**src/rtl/timer_pkg.sv**
```systemverilog
// Shared BCD types and helpers for the on-screen game timer.
package timer_pkg;

    typedef logic [3:0] bcd_t;

    localparam bcd_t BCD_MAX = 4'd9;

    // Preset nibbles above 9 are not valid BCD; pin them to 9.
    function automatic bcd_t bcd_clamp(input bcd_t v);
        return (v > BCD_MAX) ? BCD_MAX : v;
    endfunction

endpackage

```
**src/rtl/bcd_digit.sv**
```systemverilog
// One BCD digit of the timer: holds its value and ripples carry (up) or
// borrow (down) to the next more-significant digit.
module bcd_digit
    import timer_pkg::*;
(
    input  logic       clk_i,
    input  logic       rst_i,
    input  logic       clear_i,
    input  logic       load_i,
    input  logic [3:0] load_val_i,
    input  logic       en_i,
    input  logic       down_i,
    input  logic       cin_i,
    output logic       cout_o,
    output logic [3:0] digit_o
);

    bcd_t digit_q;
    bcd_t digit_d;

    always_comb begin
        digit_d = digit_q;
        if (clear_i) begin
            digit_d = '0;
        end else if (load_i) begin
            digit_d = bcd_clamp(load_val_i);
        end else if (en_i && cin_i) begin
            if (down_i) begin
                digit_d = (digit_q == 4'd0) ? BCD_MAX : digit_q - 4'd1;
            end else begin
                digit_d = (digit_q == BCD_MAX) ? 4'd0 : digit_q + 4'd1;
            end
        end
    end

    // Carry/borrow out only depends on the incoming carry and this digit's value.
    assign cout_o  = cin_i && (down_i ? (digit_q == 4'd0) : (digit_q == BCD_MAX));
    assign digit_o = digit_q;

    always_ff @(posedge clk_i or posedge rst_i) begin
        if (rst_i) begin
            digit_q <= '0;
        end else begin
            digit_q <= digit_d;
        end
    end

endmodule

```
**src/rtl/bcd_timer_display.sv**
```systemverilog
// N-digit BCD up/down game timer with prescaled tick, pause/clear/load,
// expiry flag and per-pixel digit-cell hit test for the font ROM path.
module bcd_timer_display
    import timer_pkg::*;
#(
    parameter int NUM_DIGITS  = 3,
    parameter int CLK_HZ      = 50000000,
    parameter int TICK_HZ     = 1,
    parameter int ORIGIN_X    = 540,
    parameter int ORIGIN_Y    = 0,
    parameter int DIGIT_W     = 32,
    parameter int DIGIT_H     = 32,
    parameter int DIGIT_PITCH = 32
) (
    input  logic                    Clk,
    input  logic                    Reset,
    input  logic                    Run,
    input  logic                    Down,
    input  logic                    Clear,
    input  logic                    Load,
    input  logic [4*NUM_DIGITS-1:0] Load_val,
    input  logic [9:0]              DrawX,
    input  logic [9:0]              DrawY,
    output logic [4*NUM_DIGITS-1:0] digits,
    output logic                    tick,
    output logic                    wrap,
    output logic                    expired,
    output logic                    is_timer,
    output logic [((NUM_DIGITS > 1) ? $clog2(NUM_DIGITS) : 1)-1:0] digit_sel,
    output logic [3:0]              digit_val
);

    localparam int DIV   = CLK_HZ / TICK_HZ;
    localparam int PRE_W = (DIV > 2) ? $clog2(DIV) : 1;
    localparam int SEL_W = (NUM_DIGITS > 1) ? $clog2(NUM_DIGITS) : 1;

    logic [PRE_W-1:0]        pre_q;
    logic [PRE_W-1:0]        pre_d;
    logic                    tick_q;
    logic                    wrap_q;
    logic                    wrap_d;
    logic                    expired_q;
    logic                    expired_d;
    logic                    step;
    logic                    step_eff;
    logic                    all_zero;
    logic                    is_one;
    logic                    digit_en;
    logic [NUM_DIGITS:0]     chain;
    logic [4*NUM_DIGITS-1:0] digits_w;

    // A step that coincides with Clear or Load is swallowed entirely.
    assign step     = Run && (pre_q == PRE_W'(DIV - 1));
    assign step_eff = step && !Clear && !Load;
    assign all_zero = (digits_w == '0);
    assign is_one   = (digits_w == (4*NUM_DIGITS)'(1));
    // Down-counting saturates at zero: the tick still fires but digits hold.
    assign digit_en = step_eff && !(Down && all_zero);

    always_comb begin
        pre_d = pre_q;
        if (Clear || Load || step) begin
            pre_d = '0;
        end else if (Run) begin
            pre_d = pre_q + PRE_W'(1);
        end
    end

    // With Down=0 the top of the chain means every digit is 9.
    assign wrap_d = step_eff && !Down && chain[NUM_DIGITS];

    always_comb begin
        expired_d = expired_q;
        if (Clear || Load) begin
            expired_d = 1'b0;
        end else if (step_eff) begin
            if (Down) begin
                expired_d = expired_q || all_zero || is_one;
            end else begin
                expired_d = 1'b0;
            end
        end
    end

    always_ff @(posedge Clk or posedge Reset) begin
        if (Reset) begin
            pre_q     <= '0;
            tick_q    <= 1'b0;
            wrap_q    <= 1'b0;
            expired_q <= 1'b0;
        end else begin
            pre_q     <= pre_d;
            tick_q    <= step_eff;
            wrap_q    <= wrap_d;
            expired_q <= expired_d;
        end
    end

    assign chain[0] = 1'b1;

    for (genvar gi = 0; gi < NUM_DIGITS; gi++) begin : g_digit
        bcd_digit u_digit (
            .clk_i      (Clk),
            .rst_i      (Reset),
            .clear_i    (Clear),
            .load_i     (Load),
            .load_val_i (Load_val[4*gi +: 4]),
            .en_i       (digit_en),
            .down_i     (Down),
            .cin_i      (chain[gi]),
            .cout_o     (chain[gi+1]),
            .digit_o    (digits_w[4*gi +: 4])
        );
    end

    assign digits  = digits_w;
    assign tick    = tick_q;
    assign wrap    = wrap_q;
    assign expired = expired_q;

    // Pixel offsets are formed as 33-bit signed differences so left/top of the origin is negative.
    logic signed [32:0]    dy;
    logic                  y_hit;
    logic [NUM_DIGITS-1:0] hit;

    assign dy    = $signed({23'd0, DrawY}) - $signed(33'(ORIGIN_Y));
    assign y_hit = !dy[32] && (dy < $signed(33'(DIGIT_H)));

    for (genvar gi = 0; gi < NUM_DIGITS; gi++) begin : g_cell
        localparam int X0 = ORIGIN_X + (NUM_DIGITS - 1 - gi) * DIGIT_PITCH;
        logic signed [32:0] dx;
        assign dx      = $signed({23'd0, DrawX}) - $signed(33'(X0));
        assign hit[gi] = y_hit && !dx[32] && (dx < $signed(33'(DIGIT_W)));
    end

    always_comb begin
        is_timer  = 1'b0;
        digit_sel = '0;
        digit_val = '0;
        for (int i = 0; i < NUM_DIGITS; i++) begin
            if (hit[i]) begin
                is_timer  = 1'b1;
                digit_sel = SEL_W'(i);
                digit_val = digits_w[4*i +: 4];
            end
        end
    end

endmodule

```
**config.mk**
```make
export PLATFORM = sky130hd
export DESIGN_NAME = bcd_timer_display
export DESIGN_NICKNAME = d
export VERILOG_FILES = /design/src/rtl/timer_pkg.sv /design/src/rtl/bcd_digit.sv /design/src/rtl/bcd_timer_display.sv
export SDC_FILE = /design/constraint.sdc
export NUM_CORES = 1
export LEC_CHECK = 0
export BUFFER_PORTS_ARGS = -buffer_cell sky130_fd_sc_hd__buf_2
export CELL_PAD_IN_SITES_DETAIL_PLACEMENT = 0
export CELL_PAD_IN_SITES_GLOBAL_PLACEMENT = 1
export CORE_MARGIN = 2
export CORE_UTILIZATION = 42
export DETAILED_ROUTE_END_ITERATION = 12
export GPL_TIMING_DRIVEN = 0
export PLACE_DENSITY = 0.78
export SLEW_MARGIN = 15
export SYNTH_ARGS = -nofsm -noshare
export SYNTH_HDL_FRONTEND = slang
export SYNTH_SLANG_ARGS = --single-unit
```
**constraint.sdc**
```tcl
create_clock -name Clk -period 2.55 [get_ports Clk]
set_input_delay 0.255 -clock Clk [delete_from_list [all_inputs] [get_ports Clk]]
set_output_delay 0.255 -clock Clk [all_outputs]
set_load 0.005 [all_outputs]
```
After elaboration in Yosys (flattened, before gate mapping)
Index checks and enable logic that the tools add are counted.

Flip-flop bits (word level): 41. Input bits: 38. Output and inout bits: 22. Word-level logic and storage cells: 103.

Add/subtract/negate cells: 10. Order comparisons: 7. Equality and inequality tests: 5. Muxes and demuxes: 37. Reduce and logical (&&, ||, !) cells: 37.

Operators by type and width (count): $mux 4 (24); $mux 26 (2); $lt 11x7->1 const B (3); $sub 10x10->11 const B (3); $add 26x1->26 const B (1); $eq 26x26->1 const B (1); $logic_and 1x1->1 (17); $add 4x1->4 const B (3); $eq 12x1->1 const B (1); $eq 4x4->1 const B (3); $gt 4x4->1 const B (3); $logic_not 12->1 (1); $logic_not 4->1 (3); $sub 4x1->4 const B (3); $lt 10x6->1 const B (1); $mux 1 (10); $reduce_bool 3->1 (3); $logic_not 1->1 (7); $logic_or 1x1->1 (4); $reduce_bool 2->1 (2); $mux 2 (1).

Longest topological paths before layout
Gate-level depths: netlist (run 1).

Depth after elaboration: 9. Gate-level depth with buffers: 7. Gate-level depth less buffers: 7.

Cells and area by module
A second synthesis (run 1) with hierarchy kept.

Cells, all modules: 350. Area, all modules: 3078.0 um^2.

Modules (own cells, without submodules): bcd_timer_display (times used 1, cells an instance 185, area each 1783.0 um^2); bcd_digit (times used 3, cells an instance 55, area each 431.7 um^2).

Worst setup path before layout (run 1)
No wires, ideal clock.

Kind: register -> register. Start point: register g_digit[1].u_digit.digit_q[0]. End point: register g_digit[2].u_digit.digit_q[1]. Data arrival time: 2.076 ns. Required time: 2.425 ns. Setup slack: 0.349 ns. Stages on the path, launching flop included: 8. Buffers on the path: 0. Path through: dfrtp_1 inv_1 ha_1 or4b_4 nor3_2 nor2_2 a31oi_4 mux2_4.

Word-level cells in the longest chain between the ends: 6. Elaborated cells between the ends (all ways): 10. Classes of those cells: eq/ne: 1; mux: 1; reduce/logical: 8.

RTL lines: start, declared (RTL line bcd_digit.sv:18) `bcd_t digit_q;`; start signal, assigned (RTL line bcd_digit.sv:44) `digit_q <= digit_d;`; $logic_not 12->1 (RTL line bcd_timer_display.sv:55) `assign all_zero = (digits_w == '0);`; $logic_and 1x1->1 (RTL line bcd_timer_display.sv:58) `assign digit_en = step_eff && !(Down && all_zero);`; $logic_not 1->1 (RTL line bcd_timer_display.sv:58); $logic_and 1x1->1 (RTL line bcd_timer_display.sv:58); $logic_and 1x1->1 * (RTL line bcd_digit.sv:27) `end else if (en_i && cin_i) begin`; $reduce_bool 3->1 (no line) *; end signal, assigned (RTL line bcd_digit.sv:44); end, declared (RTL line bcd_digit.sv:18).

Mark *: on every way between the ends. The rest lies on a longest branch, timed or not. A chain may end at the register's enable or synchronous reset.

Worst setup path in the final report (run 1)
Start point: register g_digit[1].u_digit.digit_q[0]. End point: register g_digit[1].u_digit.digit_q[3].

Word-level cells in the longest chain between the ends: 6. Elaborated cells between the ends (all ways): 16. Classes of those cells: add/sub: 2; eq/ne: 1; mux: 6; reduce/logical: 7.

RTL lines: $add 4x1->4 (tied with other cells) (RTL line bcd_digit.sv:31) `digit_d = (digit_q == BCD_MAX) ? 4'd0 : digit_q + 4'd1;`; $mux 4 (tied with other cells) (RTL line bcd_digit.sv:31); $mux 4 or $logic_not 1->1 (tied branches) (RTL line bcd_digit.sv:28, bcd_timer_display.sv:58); $mux 4 or $logic_and 1x1->1 (tied branches) (RTL line bcd_digit.sv:27, bcd_timer_display.sv:58); $mux 4 or $logic_and 1x1->1 (tied branches) (RTL line bcd_digit.sv:25, bcd_digit.sv:27); $mux 4 or $reduce_bool 3->1 (tied branches).

Several ways; a longest one is shown, not always the timed one. The select of a mux whose other input is x is not followed.

==> results of run 1 <==
[per-layer routing]
| layer | vias up | track usage [%] |
|---|---|---|
| li1 | 1372 | - |
| met1 | 1344 | 27.9 |
| met2 | 87 | 33.6 |
| met3 | 11 | 3.73 |
| met4 | 0 | 4.27 |
| met5 | - | 0 |
[per-stage QoR]
stage | area, um2 | worst slack (ns) | total power, mW
after detailed placement | 3410 | 0.143 | 1.11
after global placement | 3390 | 0.0952 | 1.10
final | 3530 | 0.0996 | 1.60
after floorplan | 3020 | 0.349 | 0.977
after CTS | 3530 | 0.123 | 1.61
after global routing | 3530 | 0.0231 | 1.69
[synthesized netlist by cell type, drive strengths merged (2+ instances only)]
master / number / share of area (%)
a21o: 2 / 0.50
a21oi: 15 / 2.6
a221o: 2 / 0.66
a222oi: 4 / 1.3
a31oi: 7 / 2.4
a32oi: 3 / 0.87
and2: 4 / 0.83
and3: 5 / 1.0
and4: 3 / 0.87
buf: 7 / 1.4
clkbuf: 9 / 1.1
dfrtp: 41 / 34
ha: 13 / 5.4
inv: 15 / 1.9
mux2: 9 / 4.0
mux2i: 5 / 1.7
nand2: 23 / 2.9
nand2b: 5 / 1.0
nand3: 17 / 2.8
nand3b: 3 / 0.75
nand4: 14 / 2.9
nor2: 42 / 5.6
nor2b: 3 / 0.62
nor3: 8 / 1.5
nor3b: 7 / 1.7
nor4: 6 / 1.5
nor4b: 4 / 1.2
o21a: 2 / 0.50
o21ai: 13 / 2.2
o221ai: 2 / 0.58
o31ai: 3 / 0.75
or2: 2 / 0.41
or3: 2 / 0.41
xnor2: 4 / 1.2
xor2: 19 / 5.5
[layout make-up]
type | count | area (um2)
Clock buffer | 7 | 96.3
Inverter | 15 | 56.3
Timing Repair Buffer | 53 | 285
Clock inverter | 1 | 8.76
Tap cell | 96 | 120
Buffer | 16 | 75.1
Multi-Input combinational cell | 269 | 1860
Sequential cell | 41 | 1030
Fill cell | 649 | 3340
[worst max-delay path, cell delays in order (launching register included)]
cell and delay (ns):
dfrtp_1 0.49, inv_1 0.19, ha_1 0.23, or4b_4 0.49, nor3_2 0.19, nor2_2 0.12, a31oi_4 0.31, mux2_4 0.33
[path summary, 6_finish.rpt]
kind / startpoint / endpoint / depth (start not counted)
worst min register to register: pre_q[25] / pre_q[25] / 2
worst max-delay path: g_digit[1].u_digit.digit_o[0] / g_digit[1].u_digit.digit_o[3] / 7
min in group asynchronous: Reset / g_digit[2].u_digit.digit_o[0] / 3
worst min-delay path: Load_val[2] / g_digit[0].u_digit.digit_o[2] / 3
max in group asynchronous: Reset / pre_q[7] / 4
worst max register to register: g_digit[1].u_digit.digit_o[0] / g_digit[1].u_digit.digit_o[3] / 7
[timing repair]
action	4_1_cts	5_1_grt
resized for setup	0	0
endpoints found under the hold margin	11	0
hold buffers	1	0
[flip-flops by register name, indices dropped and copies added (netlist names)]
signal	cells
wrap	1
g_digit.u_digit.digit_o	12
tick	1
pre_q	26
expired	1
[power by group through the flow]
stage	Sequential, mW	Combinational, mW	Clock (mW)
2_1_floorplan	0.719	0.258	0
3_3_place_gp	0.732	0.370	0
3_5_place_dp	0.733	0.376	0
4_1_cts	0.720	0.379	0.509
5_1_grt	0.726	0.424	0.540
6_report	0.720	0.381	0.502
[cell families (layout without fill, tap and decap cells)]
| kind of cell | count (synthesis) | after routing | share of synthesized area, % |
|---|---|---|---|
| multiplexers | 14 | 14 | 5.64 |
| XOR/XNOR | 23 | 23 | 6.67 |
| AO/OA/AOI/OAI | 67 | 67 | 16.5 |
| adder cells (fa/ha/maj) | 13 | 13 | 5.39 |
| AND/OR/NAND/NOR | 152 | 152 | 27.4 |
| buffers and inverters | 31 | 92 | 4.35 |
| flip-flops | 41 | 41 | 34.0 |
==> flow_metrics.tcl, run 1 <==
set metrics [dict create \
    setup_violations 0 \
    wl_met2_mm 3.62 \
    grt_overflow_total 0 \
    grt_pass1_vias 2471 \
    cts_root_buf "clkbuf_8" \
    final_core_util_pct 51.4 \
    min_path_type "in -> reg" \
    fmax_mhz 408 \
    dr_wl_met3_um 486 \
    crit_arrival_ns 2.64 \
    antenna_found_initial 0 \
    start_util_pct 43.9 \
    ys_warn_count 0 \
    place.gp.congestion 0.853 \
    path_class "reg -> reg" \
    ys_ff_latch 41 \
    cts_tree "done" \
    io_pins 60 \
    syn-cell-area_mm2 0.00302 \
    maxUsedRoutingLayer "met4" \
    drt-met1-wl_mm 3.61 \
    hold_violations 0 \
    core.rowCount 30 \
    syn_inst 341 \
    status "complete, no violations" \
    antenna_left 0 \
    regToRegSetupSlack_ns 0.1 \
    routedWlPerCell_um 15.7 \
    p_per_area_mw_per_mm2 454 \
    numCtsBuffers 5 \
    p_switching_mw 0.508 \
    die_h_um 88.8 \
    whs_ns 0.237 \
    rsz0062_at_grt "no" \
    critPathMaxFanout 8 \
    grt_first_pass_wirelength_mm 12.4 \
    cp.required_ns 2.74 \
    drc 0 \
    finalMaxSlewViolations 0 \
    period_minus_slack_ns 2.45 \
    post_synth_num_cell_types 63 \
    routed_wl_mm 7.82 \
    path_clk_slew_ns 0.09 \
    async_reset_ff_share_pct 100 \
    first_pass_iters 4 \
    dp_hpwl_mm 5.80 \
    via_per_inst 5.65 \
    worst_pin_slew_ns 0.581 \
    cap_violations 0 \
    grt_usage_pct 20.3 \
    seq_power_share_pct 44.9 \
    area_growth_pct 16.9 \
    h-tree-depth 2 \
    drtIter0Drc 182 \
    avgSynthCellArea_um2 8.85 \
    ir_worst_vdd_mv 0.229 \
    place_inst 489 \
    num_antenna_cells 0 \
    synthFlopType "dfrtp_1" \
    critPathCaptureType "flop" \
    switching_share_pct 31.7 \
    dieArea_mm2 0.00788 \
    mostFrequentLayoutCells "57 x buf_2, 41 x dfrtp_1, 40 x nor2_1" \
    combPwrFrac_pct 23.7 \
    clkPwrFrac_pct 31.3 \
    nets 452 \
    core-area_mm2 0.00687 \
    final.setup.tns_ns 0 \
    startpoint_type "flop" \
    cts_setup_buffers 0 \
    synth_seq_area_share_pct 34.0 \
    fin_skew_ns 0.00561 \
    syn-num-nets 392 \
    insertion_delay_ns 0.30 \
    slew_headroom_pct 61.3 \
    vias 2814 \
    die_w_um 88.8 \
    port_buffers 51 \
    p_int_mw 1.10 \
    instances_no_fill 498 \
    fin_crit_sh_pct 96.1 \
    synth_edf_count 0 \
    cts.sinks 41 \
    drive_above_1_share_pct 21.9 \
    grt_max_degree 31 \
    leakagePower_nw 1.55 \
    clockBufferDepth 2 \
    layout_commonest_cell "buf_2" \
]
Note: power is estimated with default switching activity, not from simulation.
==> run 2, diff against run 1 <==
--- a/config.mk
+++ b/config.mk
@@ -8,6 +8,7 @@
 export BUFFER_PORTS_ARGS = -buffer_cell sky130_fd_sc_hd__buf_2
 export CELL_PAD_IN_SITES_DETAIL_PLACEMENT = 0
 export CELL_PAD_IN_SITES_GLOBAL_PLACEMENT = 1
+export CORE_ASPECT_RATIO = 1.75
 export CORE_MARGIN = 2
 export CORE_UTILIZATION = 42
 export DETAILED_ROUTE_END_ITERATION = 12
==> flow_metrics.tcl, run 2 (synthesis gave the netlist of run 1 again) <==
set metrics [dict create \
    num_antenna_cells 0 \
    final_area_mm2 0.00355 \
    grt_pass1_vias 2897 \
    die_w_um 68.1 \
    min_path_type "in -> reg" \
    combPwrFrac_pct 22.1 \
    path_cells "inv_1 -> ha_1 -> or4b_4 -> nor3_2 -> nor2_2 -> a31oi_4 -> mux2_4" \
    fillers 661 \
    dp_hpwl_mm 6.51 \
    routed_wl_mm 8.50 \
    vias 2857 \
    fin_crit_sh_pct 95.6 \
    drtIter0Drc 147 \
    crit_arrival_ns 2.61 \
    leakagePower_nw 1.57 \
    h-tree-depth 2 \
    core-area_mm2 0.00691 \
    grt_first_pass_wirelength_mm 13.8 \
    final.setup.worst_slack_ns 0.113 \
    critPathTopFamily "simple AND/OR/NAND/NOR gates" \
    p_switching_mw 0.536 \
    nets 453 \
    cts_root_buf "clkbuf_16" \
    total_power_mw 1.74 \
    clockBufferDepth 2 \
    drive_above_1_share_pct 22.1 \
    fmax_mhz 410 \
    p_int_mw 1.21 \
    path_class "reg -> reg" \
    p_per_area_mw_per_mm2 490 \
    routedWlPerCell_um 17.5 \
    fin_skew_ns 0.00695 \
    period_minus_slack_ns 2.44 \
    die_h_um 116 \
    dieArea_mm2 0.00791 \
    grt_max_degree 24 \
    largest_register_ffs 26 \
    antenna_found_initial 0 \
    critPathCaptureType "flop" \
    start_util_pct 43.7 \
    worst_path_largest_cell_delay_ns 0.49 \
    numCtsBuffers 5 \
    whs_ns 0.304 \
    port_buffers 51 \
    critPathMaxFanout 7 \
    pre_cts_ws_ns 0.0794 \
    setup_violations 0 \
    area_growth_pct 17.8 \
    ir_worst_vdd_mv 0.447 \
    seq_power_share_pct 41.6 \
    mostFrequentLayoutCells "57 x buf_2, 41 x dfrtp_1, 40 x nor2_1" \
    slew_headroom_pct 60.4 \
    worst_pin_slew_ns 0.594 \
    slowest_stage "or4b_4" \
    core.rowCount 40 \
    cts_tree "done" \
    insertion_delay_ns 0.29 \
    grt_overflow_total 0 \
    antenna_left 0 \
    clkPwrFrac_pct 36.3 \
    instances_no_fill 487 \
    cts.sinks 41 \
    switching_share_pct 30.7 \
    regMostFlops "pre_q" \
    cap_violations 0 \
    place_inst 477 \
    io_pins 60 \
    worst-path-buf-inv 1 \
    finalMaxSlewViolations 0 \
    via_per_inst 5.87 \
    final.setup.tns_ns 0 \
    place.gp.congestion 0.826 \
    cp.required_ns 2.72 \
    grt_usage_pct 23.2 \
    rsz0062_at_grt "no" \
    layout_commonest_cell "buf_2" \
    final_core_util_pct 51.5 \
    first_pass_iters 7 \
    path_clk_slew_ns 0.06 \
    status "complete, no violations" \
    drc 0 \
    startpoint_type "flop" \
    hold_violations 0 \
    placed_cell_area_mm2 0.00340 \
]
[run 2: tightest hold or removal path, delay by kind of cell]
family                 cells  cell delay (ns)
AO/OA/AOI/OAI              1             0.09
buffers and inverters      1             0.09
multiplexers               1             0.11
[run 2: worst paths after layout]
path | start | endpoint | slack [ns] | depth (start not counted)
min reg2reg | pre_q[23] | pre_q[23] | 0.53 | 2
max | g_digit[1].u_digit.digit_o[1] | g_digit[1].u_digit.digit_o[2] | 0.11 | 7
max reg2reg | g_digit[1].u_digit.digit_o[1] | g_digit[1].u_digit.digit_o[2] | 0.11 | 7
min in group asynchronous | Reset | g_digit[1].u_digit.digit_o[0] | 0.51 | 3
min | Load_val[5] | g_digit[1].u_digit.digit_o[1] | 0.30 | 3
max in group asynchronous | Reset | pre_q[2] | 1.56 | 4
[run 2: final cells by class]
class / instances / area [um2] / share of cell area, %
multi-input cells: 269 / 1860 / 52.3
inverters: 15 / 56.3 / 1.58
well taps: 84 / 105 / 2.96
clock buffers: 6 / 129 / 3.63
clock inverters: 2 / 10.0 / 0.282
flip-flops and latches: 41 / 1030 / 28.9
repair buffers: 54 / 293 / 8.24
plain buffers: 16 / 75.1 / 2.11
[run 2: power by group through the flow]
| stage | Clock [mW] | Sequential, mW | Combinational, mW |
|---|---|---|---|
| 5_1_grt | 0.664 | 0.727 | 0.431 |
| 2_1_floorplan | 0 | 0.719 | 0.258 |
| 4_1_cts | 0.648 | 0.724 | 0.384 |
| 3_3_place_gp | 0 | 0.735 | 0.372 |
| 6_report | 0.633 | 0.725 | 0.386 |
| 3_5_place_dp | 0 | 0.735 | 0.381 |
[run 2: metal layers]
metal / track usage, % / vias up / wire length, um
met5: 0 / - / 0
met4: 12.9 / 0 / 326
met3: 3.85 / 22 / 365
met2: 43.2 / 87 / 4630
met1: 23.2 / 1379 / 3190
li1: - / 1369 / -
[run 2: timing repair]
item                       in CTS  in global routing
resized for setup               0                  1
setup endpoints to repair       0                  7
hold endpoints to repair       18                  0
setup buffers                   0                  1
hold buffers                    1                  0
